**config.mk**
```make
export PLATFORM = sky130hd
export DESIGN_NAME = bist_memory
export DESIGN_NICKNAME = d
export VERILOG_FILES = /design/src/rtl/bist_memory.sv
export SDC_FILE = /design/constraint.sdc
export NUM_CORES = 1
export LEC_CHECK = 0
export BUFFER_PORTS_ARGS = -buffer_cell sky130_fd_sc_hd__buf_2
export CORE_MARGIN = 4
export CORE_UTILIZATION = 50
export CTS_CLUSTER_DIAMETER = 40
export DETAILED_ROUTE_END_ITERATION = 6
export HOLD_SLACK_MARGIN = 0.05
export PLACE_DENSITY = 0.71
export RECOVER_POWER = 25
export SLEW_MARGIN = 0
export SYNTH_ARGS = -nofsm -noshare
export SYNTH_HDL_FRONTEND = slang
export SYNTH_SLANG_ARGS = --single-unit
```
**constraint.sdc**
```tcl
create_clock -name clk -period 6.4 [get_ports clk]
set_input_delay 1.28 -clock clk [delete_from_list [all_inputs] [get_ports clk]]
set_output_delay 1.28 -clock clk [all_outputs]
set_load 0.02 [all_outputs]
```
**src/rtl/bist_memory.sv**
```systemverilog
// Single-port synchronous RAM with registered read and a March C- self-test.
// Bit 0 of word inj_addr reads back as 0 while inj_en is high.
module bist_memory #(
    parameter int a_width = 4,
    parameter int width   = 4
) (
    input  logic               clk,
    input  logic               rst,
    input  logic [width-1:0]   data_in,
    input  logic [a_width-1:0] address,
    input  logic               write,
    input  logic               read,
    output logic [width-1:0]   data_out,
    output logic               rd_valid,
    output logic               collision,
    input  logic               bist_start,
    output logic               bist_busy,
    output logic               bist_done,
    output logic               bist_fail,
    output logic [a_width-1:0] fail_addr,
    input  logic               inj_en,
    input  logic [a_width-1:0] inj_addr
);

    localparam int D = 1 << a_width;

    typedef enum logic [1:0] {S_IDLE, S_WR, S_RD, S_CHK} state_t;

    state_t             state, state_n;
    logic [2:0]         elem;
    logic [a_width-1:0] baddr;
    logic [width-1:0]   bist_q;
    logic [width-1:0]   mem [D];

    logic               idle, desc, last, mismatch;
    logic               bist_we, addr_step;
    logic               we;
    logic [a_width-1:0] ra, wa;
    logic [width-1:0]   rd_word, wd, bg_wr, bg_rd;

    assign idle      = (state == S_IDLE);
    assign bist_busy = !idle;
    assign desc      = (elem == 3'd3) || (elem == 3'd4);
    assign last      = desc ? (baddr == '0) : (baddr == '1);

    // M0/M2/M4 write zeros, M1/M3 write ones; M2/M4 expect ones
    assign bg_wr    = (elem == 3'd1 || elem == 3'd3) ? '1 : '0;
    assign bg_rd    = (elem == 3'd2 || elem == 3'd4) ? '1 : '0;
    assign mismatch = (state == S_CHK) && (bist_q != bg_rd);

    assign ra = idle ? address : baddr;
    assign wa = ra;
    assign we = idle ? (write && !read) : bist_we;
    assign wd = idle ? data_in : bg_wr;

    always_comb begin
        rd_word = mem[ra];
        if (inj_en && ra == inj_addr)
            rd_word[0] = 1'b0;
    end

    always_comb begin
        state_n   = state;
        bist_we   = 1'b0;
        addr_step = 1'b0;
        unique case (state)
            S_IDLE: if (bist_start) state_n = S_WR;
            S_WR: begin
                bist_we   = 1'b1;
                addr_step = 1'b1;
                if (last) state_n = S_RD;
            end
            S_RD: state_n = S_CHK;
            S_CHK: begin
                bist_we   = (elem != 3'd5);
                addr_step = 1'b1;
                state_n   = (last && elem == 3'd5) ? S_IDLE : S_RD;
            end
            default: state_n = S_IDLE;
        endcase
    end

    always_ff @(posedge clk or negedge rst) begin
        if (!rst) state <= S_IDLE;
        else      state <= state_n;
    end

    always_ff @(posedge clk) begin
        if (we) mem[wa] <= wd;
    end

    always_ff @(posedge clk or negedge rst) begin
        if (!rst) begin
            data_out  <= '0;
            rd_valid  <= 1'b0;
            collision <= 1'b0;
            bist_q    <= '0;
        end else begin
            rd_valid  <= idle && read && !write;
            collision <= idle && read && write;
            if (idle && read && !write)
                data_out <= rd_word;
            if (state == S_RD)
                bist_q <= rd_word;
        end
    end

    always_ff @(posedge clk or negedge rst) begin
        if (!rst) begin
            elem      <= '0;
            baddr     <= '0;
            bist_done <= 1'b0;
            bist_fail <= 1'b0;
            fail_addr <= '0;
        end else if (idle) begin
            if (bist_start) begin
                elem      <= '0;
                baddr     <= '0;
                bist_done <= 1'b0;
                bist_fail <= 1'b0;
                fail_addr <= '0;
            end
        end else begin
            if (mismatch) begin
                bist_fail <= 1'b1;
                if (!bist_fail) fail_addr <= baddr;
            end
            if (addr_step) begin
                if (last) begin
                    elem <= elem + 3'd1;
                    // M2->M3 starts at top, M4->M5 at bottom: hold
                    if (elem == 3'd3)
                        baddr <= baddr - 1'b1;
                    else if (elem != 3'd2 && elem != 3'd4)
                        baddr <= baddr + 1'b1;
                    if (elem == 3'd5) bist_done <= 1'b1;
                end else begin
                    baddr <= desc ? baddr - 1'b1 : baddr + 1'b1;
                end
            end
        end
    end

endmodule

```
After elaboration in Yosys (flattened, before gate mapping)
Memories as Yosys holds them, arrays and structs flattened.
Index checks and enable logic that the tools add are counted.
- register bits: 25
- output and inout bits: 13
- memories kept: 1
- memory bits (writable): 64
- word-level logic and storage cells: 95
- add/sub/neg operators: 3
- reductions and logical operators: 27
- equal/unequal tests: 18
- muxes and demuxes: 36
- memory list (name ; depth ; width ; rd ports ; clocked after Yosys merged registers in ; wr ports ; RTL line ; text):
    mem ; 16 ; 4 ; 1 ; 0 ; 1 ; 33 ; logic [width-1:0] mem [D];
- operator list (kind ; number):
    $mux W4 ; 14
    $mux W1 ; 13
    $mux W3 ; 4
    $reduce_and A3 Y1 ; 3
    $logic_and A1 B1 Y1 ; 8
    $pmux W2 S4 ; 1
    $reduce_bool A2 Y1 ; 4
    $eq A3 B2 Y1 const B ; 2
    $eq A3 B3 Y1 const B ; 2
    $mux W2 ; 3
    $ne A3 B3 Y1 const B ; 2
    $add A4 B1 Y4 const B ; 1
    $eq A2 B2 Y1 const B ; 2
    $eq A4 B4 Y1 ; 1
    $eq A4 B4 Y1 const B ; 1
    $logic_not A4 Y1 ; 1
    $ne A2 B2 Y1 const B ; 2
    $ne A4 B2 Y1 const B ; 1
    $ne A4 B4 Y1 ; 1
    $reduce_and A2 Y1 ; 2
    $reduce_and A4 Y1 ; 1
    $sub A4 B1 Y4 const B ; 1
    $add A3 B1 Y3 const B ; 1
    $eq A3 B1 Y1 const B ; 1
    other kinds (8) ; 12

Longest topological paths before layout
Gate-level depths: netlist of run 1.
- depth after elaboration: 7
- gate-level depth with buffers: 10
- mapped depth without buffers: 8

Worst setup path before layout of run 1
OpenSTA, ideal clock, no wires.
- path kind: input-to-reg
- from: in address[0]
- to: reg bist_q[1]
- data required time: 6275 ps
- setup slack: 3204 ps
- stages on the path: 8
- arrival time: 3071 ps
- buffers on the path: 2
- setup time: 125 ps
- cells stage by stage: or3b_1 buf_2 nand2_8 buf_6 mux2i_1 o22ai_1 or4_1 mux2_2
- longest elaborated chain between the ends: 2
- ends and longest elaborated chain (item ; RTL line ; text):
    start, declared ; 10 ; input logic [a_width-1:0] address,
    $mux W4 ; 51 ; assign ra = idle ? address : baddr;
    $mem_v2 Z16 W4 ; n/a ;
    end signal, assigned ; 104 ; bist_q <= rd_word;
    end, declared ; 32 ; logic [width-1:0] bist_q;
Every way passes these cells.
A chain may end at the register's enable or synchronous reset.

Worst setup path in the final report of run 1
- from: reg state[0]
- to: out bist_busy
- longest elaborated chain between the ends: 2
- ends and longest elaborated chain (item ; RTL line ; text):
    start, declared ; 29 ; state_t state, state_n;
    start signal, assigned ; 85 ; else state <= state_n;
    $logic_not A2 Y1 ; 41 ; assign idle = (state == S_IDLE);
    $logic_not A1 Y1 ; 42 ; assign bist_busy = !idle;
    end, declared ; 17 ; output logic bist_busy,
Every way passes these cells.

==> parameters.txt, run 1 <==
Parameter                              Value

Run status
  Result of the run ... finished clean

Clocking
  Post-CTS Setup Inserts ... 0
  Post-cts resize count ... 0
  Cell chosen for the clock root ... clkbuf_8
  Clock latency reported for the late side of the worst-skew pair ... around 0.36 ns
  Number of clock sinks seen by CTS ... 89
  Buffer levels on the longest clock path ... 2
  CTS tree ... built
  Number of buffers created by CTS ... 9
  CTS hold repair buffers ... 0
  Register clock-pin slew on the reported worst setup and hold paths ... 0.09 ns
  Number of H-tree levels ... 3

Place
  Worst slack at placement ... 2.86 ns
  # port buffers ... 30
  Gpl congestion ... 0.886
  DP HPWL ... 6470 um
  Number of placed instances with taps included ... around 450

Power and ir drop
  VDD IR-drop max ... 0.122 mV
  Leakage component of the power ... 1.38 nW
  Power density over the cells ... 224 mW/mm2

Yosys
  Leading cell types by total area after synthesis ... edfxtp_1 (46%), dfrtp_1 (15%), mux2i_1 (7.7%), mux2_2 (2.7%), ha_1 (2.1%)
  Net count of the mapped netlist ... 350
  Synth async-reset ratio ... 28.1%
  Number of flip-flops and latches in the synthesized netlist ... 89
  Dominant synthesized flop cell ... edfxtp_1
  Top-count cell post-synth ... edfxtp_1
  Library cell occupying the most area in the post-synthesis netlist ... edfxtp_1
  Post-Synthesis Cell Area ... 0.00418 mm2
  EDFF count, synth ... 64
  List of most frequent post-synthesis cells ... edfxtp_1 (64), mux2i_1 (32), dfrtp_1 (25)
  YS warnings ... 0
  Number of library cell types mapped by synthesis ... 45
  Share of Yosys cell area claimed by the top area cell type ... ~46%
  Sequential share of the synthesized area ... 61.0%
  Mean post-synth cell area ... 12.9 um2
  Post-Synthesis Cells ... about 330

Final layout
  Layout Area Growth over Synthesis ... 8.92%
  Final nets ... 378
  Sequential cell area ... 0.00255 mm2
  # diodes ... 0
  Cell Count, Final, Fillers Out ... 463
  Final-layout fill cell count ... ~700
  Layout cell share with drive strength beyond 1 ... approximately 14%
  Area occupied by multi-input gates ... 0.00149 mm2

Die
  Area enclosed by the die boundary ... about 0.0099 mm2
  Initial Util ... 51.1%
  Site Rows ... 33
  I/O pin count ... 31
  Horizontal extent of the die ... 99.4 um
  Die Y-Extent ... ~99 um
  Placeable Area ... 0.00818 mm2

Detailed routing
  Via total after detailed routing ... between 2000 and 3000
  Average routed wire per standard cell ... approximately 19 um
  Post-route antenna net violation count ... 0
  Number of iterations in the first detailed-routing pass ... 4
  Mean number of vias per cell ... between 5 and 6
  DRC viols ... 0
  Drt first-iter violations ... about 220
  Final WL ... 8730 um

Setup path
  CP cell instances ... nor2_1 -> inv_1 -> buf_2
  Category of the worst setup path capture point ... output pin
  Cell with the largest stage delay on the worst path ... nor2_1
  Cell count of the worst reg-to-reg path ... 7
  Delay contributed by the slowest stage of the critical path ... 0.76 ns
  Peak fanout along the critical path ... 26
  Crit path kind ... reg -> out
  Data arrival time of the critical path ... 2.54 ns
  Required time at the worst-slack endpoint ... 5.12 ns
  Startpoint Class ... flop

Timing
  Post-Route Skew ... between 0.01 and 0.015 ns
  Period minus WS final ... 3.82 ns
  Maximum achievable frequency ... 262 MHz
  Hold Violations, Final ... 0
  Worst-case headroom to the max-slew limit ... a little over a tenth
  Post-route setup TNS ... 0 ns
  Final setup violation count ... 0
  Worst hold slack after final layout ... 0.503 ns
  Count of pins over their slew limit ... 0
  Final critical-path share of the clock period ... 59.6%
  Setup ws final ... 2.58 ns
  Unrepaired setup endpoints after global routing ... false
  Tightest Pin Transition ... between 1 and 1.5 ns

Hold path
  Hold depth ... 1
  Worst hold-check path type ... reg -> reg

GRT
  Initial antenna violation count ... 0
  First-pass GRT wire length ... 14100 um
  Maximum number of pins on one net before global-route repair ... 35
  Remaining global-route overflow ... 0
  Tot GR Track Use ... roughly a fifth
  Via count of the first global-routing pass ... 2658

Run
  Max-Cap Viols ... 0
==> cell families (layout without fill, tap and decap cells) <==
| family | Yosys count | count (layout) | synth area share [%] |
|---|---|---|---|
| AO/OA/AOI/OAI | 64 | 64 | 10.2 |
| XOR/XNOR | 6 | 6 | 1.26 |
| adder cells (fa/ha/maj) | 7 | 7 | 2.10 |
| buffers and inverters | 24 | 57 | 3.17 |
| flip-flops | 89 | 89 | 61.0 |
| multiplexers | 42 | 42 | 10.4 |
| AND/OR/NAND/NOR | 93 | 93 | 11.9 |
==> flip-flops by register name, indices dropped and copies added, names as in the netlist <==
name	count
baddr	4
bist_done	1
bist_fail	1
bist_q	4
collision	1
data_out	4
elem	3
fail_addr	4
mem	64
rd_valid	1
state	2
==> worst paths after layout <==
check	endpoint	from	slack [ns]
worst max-delay path	bist_busy	state[0]$_DFFE_PN0P_	2.58
worst min-delay path	bist_fail$_DFFE_PN0P_	bist_fail$_DFFE_PN0P_	0.50
worst max register to register	bist_q[1]$_DFFE_PN0P_	state[0]$_DFFE_PN0P_	2.58
worst min register to register	bist_fail$_DFFE_PN0P_	bist_fail$_DFFE_PN0P_	0.50
max in group asynchronous	fail_addr[1]$_DFFE_PN0P_	rst	4.40
min in group asynchronous	elem[1]$_DFFE_PN0P_	rst	1.20
==> critical path: cells and delay by family, from the launching register on <==
family	cells	cell delay (ns)
buf+inv	2	0.72
flops	1	0.69
simple gates	1	0.76
==> layout by cell type, fill, tap and decap left out, drive strengths merged, types with 3 or more instances in the layout <==
master  instances
edfxtp         64
mux2i          32
dfrtp          25
clkbuf         23
nor2           22
nand2          20
buf            17
o22ai          14
nand3          13
inv            12
a31oi          10
mux2           10
a21oi           9
o21ai           9
nand2b          8
o21a            7
ha              7
xnor2           6
nor4            5
and3            5
nor4b           4
a211oi          4
or3             3
o31ai           3
nor3            3
or4             3
==> per-stage QoR <==
stage | total power (W) | instance area (um2) | utilization (%)
3_5_place_dp | 0.000639 | 4370 | 53.4
4_1_cts | 0.00102 | 4580 | 56.0
5_1_grt | 0.00105 | 4550 | 55.7
2_1_floorplan | 0.000628 | 4180 | -
3_3_place_gp | 0.000638 | 4370 | 53.4
6_report | 0.00102 | 4550 | 55.7
==> area by class of cell <==
cell class,instances,area share (%)
Clock buffer,10,2.80
Multi-Input combinational cell,212,32.8
Sequential cell,89,56.0
Inverter,11,0.907
Timing Repair Buffer,30,2.94
Tap cell,105,2.89
Clock inverter,6,1.73
==> where the power goes <==
part           internal [W]  leakage, nW  switching [W]
sequential         0.000611        0.689    0.000000223
combinational    0.00000550        0.596     0.00000846
clock              0.000186       0.0959       0.000208
total              0.000803         1.38       0.000216
==> layer usage <==
layer	global-route usage, %	wire [um]	vias up
met4	7.46	196	0
met2	31.8	4390	59
met3	4.98	443	14
met1	23.4	3700	1329
li1	-	-	1284
met5	0	0	-
(Power assumes the default switching activity.)
==> run 2, diff against run 1 <==
Clock period 6.4 ns to 3.8 ns, I/O delays scaled along.
==> parameters.txt, run 2 (synthesis gave the netlist of run 1 again) <==
Parameter                              Value

Run
  Max-Cap Viols ... 0 (unchanged)

Setup path
  Worst R2R Setup Slack ... 0.54 ns (-2.05 ns)
  Worst reg2reg path endpoint ... bist_q[1]$_DFFE_PN0P_
  Required time at the worst-slack endpoint ... 4.05 ns (-1.07 ns)
  Cell count of the worst reg-to-reg path ... 7 (unchanged)
  Peak fanout along the critical path ... 21 (-19%)
  Data arrival time of the critical path ... 3.52 ns (+0.98 ns)
  Crit path kind ... reg -> reg
  Category of the worst setup path capture point ... flop
  Launch point of the worst path ... state[1]$_DFFE_PN0P_
  Worst R2R Start ... state[1]$_DFFE_PN0P_
  Startpoint Class ... flop

Detailed routing
  DRC viols ... 0 (unchanged)
  Via total after detailed routing ... 2727 (+1.5%)
  Average routed wire per standard cell ... 19.2 um (+2.0%)
  Final WL ... 8920 um (+2.2%)
  Number of iterations in the first detailed-routing pass ... 5 (+1)
  Drt first-iter violations ... 253 (+17%)
  Post-route antenna net violation count ... 0 (unchanged)
  Mean number of vias per cell ... 5.88 (+1.3%)

Clocking
  Clock latency reported for the late side of the worst-skew pair ... 0.37 ns (about the same)
  CTS hold repair buffers ... 0 (unchanged)
  Number of H-tree levels ... 3 (unchanged)
  Post-cts resize count ... 0 (unchanged)
  Post-CTS Setup Inserts ... 0 (unchanged)
  Register clock-pin slew on the reported worst setup and hold paths ... 0.10 ns (about the same)
  CTS tree ... built
  Number of clock sinks seen by CTS ... 89 (unchanged)
  Cell chosen for the clock root ... clkbuf_8
  Buffer levels on the longest clock path ... 2 (unchanged)
  Number of buffers created by CTS ... 9 (unchanged)

Timing
  Maximum achievable frequency ... ~310 MHz
  Hold Violations, Final ... 0 (unchanged)
  Count of pins over their slew limit ... 0 (unchanged)
  Unrepaired setup endpoints after global routing ... false
  Tightest Pin Transition ... 1.43 ns (+0.0833 ns)
  Post-route setup TNS ... 0 ns (unchanged)
  Period minus WS final ... 3.26 ns
  Final critical-path share of the clock period ... a little under nine tenths
  Worst-case headroom to the max-slew limit ... 4.87% (-5.6 points)
  Post-Route Skew ... 0.0198 ns (+0.00662 ns)
  Final setup violation count ... 0 (unchanged)

Final layout
  Layout cell share with drive strength beyond 1 ... 14.2% (+0.52 points)
  Cell Count, Final, Fillers Out ... 464 (+0.22%)
  Leading cell type in the layout, fill and taps excluded ... edfxtp_1
  # diodes ... 0 (unchanged)
  Layout Area Growth over Synthesis ... 9.16%
  Register ranked first by flip-flop count ... mem
  Most frequent cells in the layout ... edfxtp_1 (64), mux2i_1 (32), dfrtp_1 (25)
  Final nets ... 379 (+0.26%)
  Final-layout fill cell count ... 653 (-6.8%)
  Area occupied by multi-input gates ... 0.00150 mm2 (+0.50%)
  Max FFs per register ... 64 (unchanged)
  Sequential cell area ... 0.00255 mm2 (unchanged)

GRT
  Tot GR Track Use ... 19.0% (+0.069 points)
  Remaining global-route overflow ... 0 (unchanged)
  First-pass GRT wire length ... 14400 um (+2.4%)
  Maximum number of pins on one net before global-route repair ... 35 (unchanged)
  Via count of the first global-routing pass ... 2750 (+3.5%)
  Initial antenna violation count ... 0 (unchanged)

Die
  I/O pin count ... 31 (unchanged)
  Area enclosed by the die boundary ... 0.00988 mm2 (unchanged)
  Site Rows ... 33 (unchanged)
  Initial Util ... 51.1% (unchanged)
  Placeable Area ... 0.00818 mm2 (unchanged)
  Horizontal extent of the die ... 99.4 um (unchanged)
  Die Y-Extent ... 99.4 um (unchanged)

Place
  Gpl congestion ... 0.931 (+5.1%)
  # port buffers ... 30 (unchanged)
  Number of placed instances with taps included ... 448 (+0.22%)
  DP HPWL ... 6390 um (-1.2%)

Power and ir drop
  Leakage component of the power ... 1.39 nW (+0.35%)
  VDD IR-drop max ... 0.176 mV (+45%)
  Power density over the cells ... 379 mW/mm2 (+69%)

Hold path
  Hold EP ... data_out[0]$_DFFE_PN0P_
  Hold depth ... 2 (+1)
  Worst hold-check path type ... reg -> reg
  Hold path start ... data_out[0]$_DFFE_PN0P_

Run status
  Result of the run ... finished clean
run 2: critical path: stages (launching register included):
cell      delay (ns)
dfrtp_1         0.68
nor2_4          0.41
inv_1           0.30
a31oi_1         0.53
nand2b_1        0.27
o22ai_1         0.11
or4_1           0.55
mux2_2          0.30
run 2: where the power goes:
part | internal [W] | switching (W) | total, W
registers | 0.00103 | 0.000000385 | 0.00103
clock network | 0.000314 | 0.000359 | 0.000672
logic | 0.00000926 | 0.0000150 | 0.0000243
run 2: worst max path at each step:
stage	slack, ns	to	depth (start not counted)
2_1_floorplan	1.12	bist_q[1]$_DFFE_PN0P_	8
6_report	0.54	bist_q[1]$_DFFE_PN0P_	7
4_1_cts	0.61	bist_q[1]$_DFFE_PN0P_	7
5_1_grt	0.37	bist_q[1]$_DFFE_PN0P_	7
3_3_place_gp	0.74	bist_q[1]$_DFFE_PN0P_	7
3_5_place_dp	0.66	bist_q[1]$_DFFE_PN0P_	7
run 2: layout make-up:
cell class              count  area share, %
clock inverters             6           1.62
clock buffers              10           2.80
inverters                  11          0.905
flip-flops and latches     89           55.8
multi-input cells         212           32.9
repair buffers             31           3.10
well taps                 105           2.88
run 2: per-stage QoR:
step / hold WS [ns] / util [%] / power [W] / setup slack (ns) / cell area (um2)
after floorplan: 0.464 / - / 0.00106 / 1.12 / 4180
after global placement: 0.459 / 53.5 / 0.00108 / 0.736 / 4380
after detailed placement: 0.474 / 53.5 / 0.00108 / 0.659 / 4380
after CTS: 0.395 / 56.0 / 0.00174 / 0.613 / 4580
after global routing: 0.517 / 55.8 / 0.00179 / 0.368 / 4560
final: 0.490 / 55.8 / 0.00173 / 0.538 / 4560
run 2: routing by layer:
metal	GRT usage (%)	routed length (um)	vias to the layer above	part of all wire, %
met5	0	0	-	0
met4	8.51	184	0	2.1
met1	24.7	3770	1312	42
met3	3.72	621	17	7.0
met2	31.0	4340	118	49
li1	-	-	1280	-
==> run 3, diff against run 2 <==
Settings changed: CORE_ASPECT_RATIO set to 0.75.
==> parameters.txt, run 3 (synthesis gave the netlist of run 1 again) <==
Parameter                              Value

GRT
  Initial antenna violation count ... 0 (unchanged)
  Remaining global-route overflow ... 0 (unchanged)
  Maximum number of pins on one net before global-route repair ... 35 (unchanged)
  Via count of the first global-routing pass ... 2515 (-8.5%)
  First-pass GRT wire length ... 14800 um (+2.5%)
  Tot GR Track Use ... 20.0% (+1.0 points)

Final layout
  Register ranked first by flip-flop count ... mem
  Most frequent cells in the layout ... edfxtp_1 (64), mux2i_1 (32), dfrtp_1 (25)
  Max FFs per register ... 64 (unchanged)
  Final nets ... 379 (unchanged)
  Layout Area Growth over Synthesis ... 9.16% (unchanged)
  # diodes ... 0 (unchanged)
  Leading cell type in the layout, fill and taps excluded ... edfxtp_1
  Layout cell share with drive strength beyond 1 ... 14.2% (unchanged)
  Final standard cell area without fillers ... 0.00456 mm2 (unchanged)

Setup path
  Startpoint Class ... flop
  Cell count of the worst reg-to-reg path ... 7 (unchanged)
  Worst reg2reg path endpoint ... data_out[1]$_DFFE_PN0P_
  Required time at the worst-slack endpoint ... 4.05 ns (about the same)
  Category of the worst setup path capture point ... flop
  Worst R2R Setup Slack ... 0.59 ns (+0.05 ns)
  Crit path kind ... reg -> reg
  Worst R2R Start ... state[1]$_DFFE_PN0P_
  Peak fanout along the critical path ... 21 (unchanged)
  Data arrival time of the critical path ... 3.46 ns (-0.06 ns)

Run status
  Violations in the final reports ... max-capacitance violations, max-slew violations
  Result of the run ... complete, but fails checks

Detailed routing
  Final WL ... 9380 um (+5.1%)
  Drt first-iter violations ... 291 (+15%)
  Post-route antenna net violation count ... 0 (unchanged)
  Average routed wire per standard cell ... 20.2 um (+5.1%)
  DRC viols ... 0 (unchanged)
  Via total after detailed routing ... 2752 (+0.92%)
  Mean number of vias per cell ... 5.93 (+0.92%)
  Number of iterations in the first detailed-routing pass ... 6 (+1)

Clocking
  Register clock-pin slew on the reported worst setup and hold paths ... 0.09 ns (about the same)
  CTS hold repair buffers ... 0 (unchanged)
  Number of H-tree levels ... 3 (unchanged)
  CTS tree ... built
  Buffer levels on the longest clock path ... 2 (unchanged)
  Number of clock sinks seen by CTS ... 89 (unchanged)
  Number of buffers created by CTS ... 9 (unchanged)
  Post-cts resize count ... 0 (unchanged)
  Cell chosen for the clock root ... clkbuf_8
  Post-CTS Setup Inserts ... 0 (unchanged)
  Clock latency reported for the late side of the worst-skew pair ... 0.36 ns (about the same)

Power and ir drop
  VDD IR-drop max ... 0.311 mV (+76%)
  Overall power ... 0.00172 W (-0.40%)
  Leakage component of the power ... 1.39 nW (about the same)
  Power density over the cells ... 377 mW/mm2 (-0.40%)

Hold path
  Hold depth ... 2 (unchanged)
  Worst hold-check path type ... reg -> reg
  Hold EP ... data_out[0]$_DFFE_PN0P_
  Hold path start ... data_out[0]$_DFFE_PN0P_

Die
  Initial Util ... 52.1% (+0.97 points)
  Site Rows ... 28 (-15%)
  Placeable Area ... 0.00802 mm2 (-1.9%)
  Area enclosed by the die boundary ... 0.00990 mm2 (+0.16%)
  I/O pin count ... 31 (unchanged)
  Horizontal extent of the die ... 114 um (+14%)
  Die Y-Extent ... 87.2 um (-12%)

Place
  # port buffers ... 30 (unchanged)
  Gpl congestion ... 0.904 (-2.9%)
  DP HPWL ... 6580 um (+3.0%)
  Dpl cell area ... 0.00438 mm2 (unchanged)
  Worst slack at placement ... 0.656 ns (-0.00354 ns)

Timing
  Unrepaired setup endpoints after global routing ... false
  Hold Violations, Final ... 0 (unchanged)
  Post-route setup TNS ... 0 ns (unchanged)
  Worst-case headroom to the max-slew limit ... -3.84% (-8.7 points)
  Period minus WS final ... 3.21 ns (-0.0548 ns)
  Setup ws final ... 0.592 ns (+0.0548 ns)
  Post-Route Skew ... 0.0109 ns (-0.00898 ns)
  Count of pins over their slew limit ... 26 (+26)
  Tightest Pin Transition ... 1.56 ns (+0.131 ns)
  Final critical-path share of the clock period ... 84.4% (-1.4 points)
  Final setup violation count ... 0 (unchanged)
  Maximum achievable frequency ... 312 MHz (+1.7%)

Run
  Max-Cap Viols ... 1 (+1)
run 3: changes by cell type in the layout (fill, tap and decap cells not counted):
cell,delta
and2_0,+1
and2_1,-1
run 3: how the worst max path moves through the flow:
stage                         startpoint                      end  slack [ns]  depth (start not counted)
floorplan                     address[0]    bist_q[1]$_DFFE_PN0P_        1.12                          8
global placement    state[1]$_DFFE_PN0P_  data_out[3]$_DFFE_PN0P_        0.68                          7
detailed placement  state[1]$_DFFE_PN0P_  data_out[3]$_DFFE_PN0P_        0.66                          7
CTS                 state[1]$_DFFE_PN0P_  data_out[1]$_DFFE_PN0P_        0.64                          7
global route        state[1]$_DFFE_PN0P_    bist_q[2]$_DFFE_PN0P_        0.42                          7
finish              state[1]$_DFFE_PN0P_  data_out[1]$_DFFE_PN0P_        0.59                          7
run 3: power by group:
group	switching [W]	internal (W)	leakage (nW)
clock	0.000352	0.000313	0.0954
combinational	0.0000153	0.00000925	0.601
sequential	0.000000302	0.00103	0.689
run 3: layout make-up:
type | instances | area, um2
fillers | 685 | 3460
flip-flops and latches | 89 | 2550
multi-input cells | 212 | 1500
repair buffers | 31 | 141
well taps | 105 | 131
clock buffers | 10 | 128
clock inverters | 6 | 73.8
inverters | 11 | 41.3
run 3: metal layers:
layer / vias to the layer above / wire (um) / global-route usage [%]
met2: 97 / 4010 / 27.2
li1: 1289 / - / -
met3: 11 / 624 / 5.21
met4: 0 / 93 / 4.80
met5: - / 0 / 0
met1: 1355 / 4650 / 31.8
run 3: stage by stage:
stage / utilization, % / hold WS [ns] / cells
final: 56.9 / 0.487 / 464
after global routing: 56.9 / 0.534 / 464
after CTS: 57.1 / 0.428 / 464
after detailed placement: 54.6 / 0.465 / 448
after global placement: 54.6 / 0.468 / 448
after floorplan: - / 0.464 / 325
run 3: worst max-delay path, cell delays in order, from the launching register on:
cell and delay [ns]:
dfrtp_1 0.66, nor2_4 0.39, inv_1 0.30, a31oi_1 0.53, nand2b_1 0.26, o22ai_1 0.11, or4_1 0.54, mux2_2 0.28
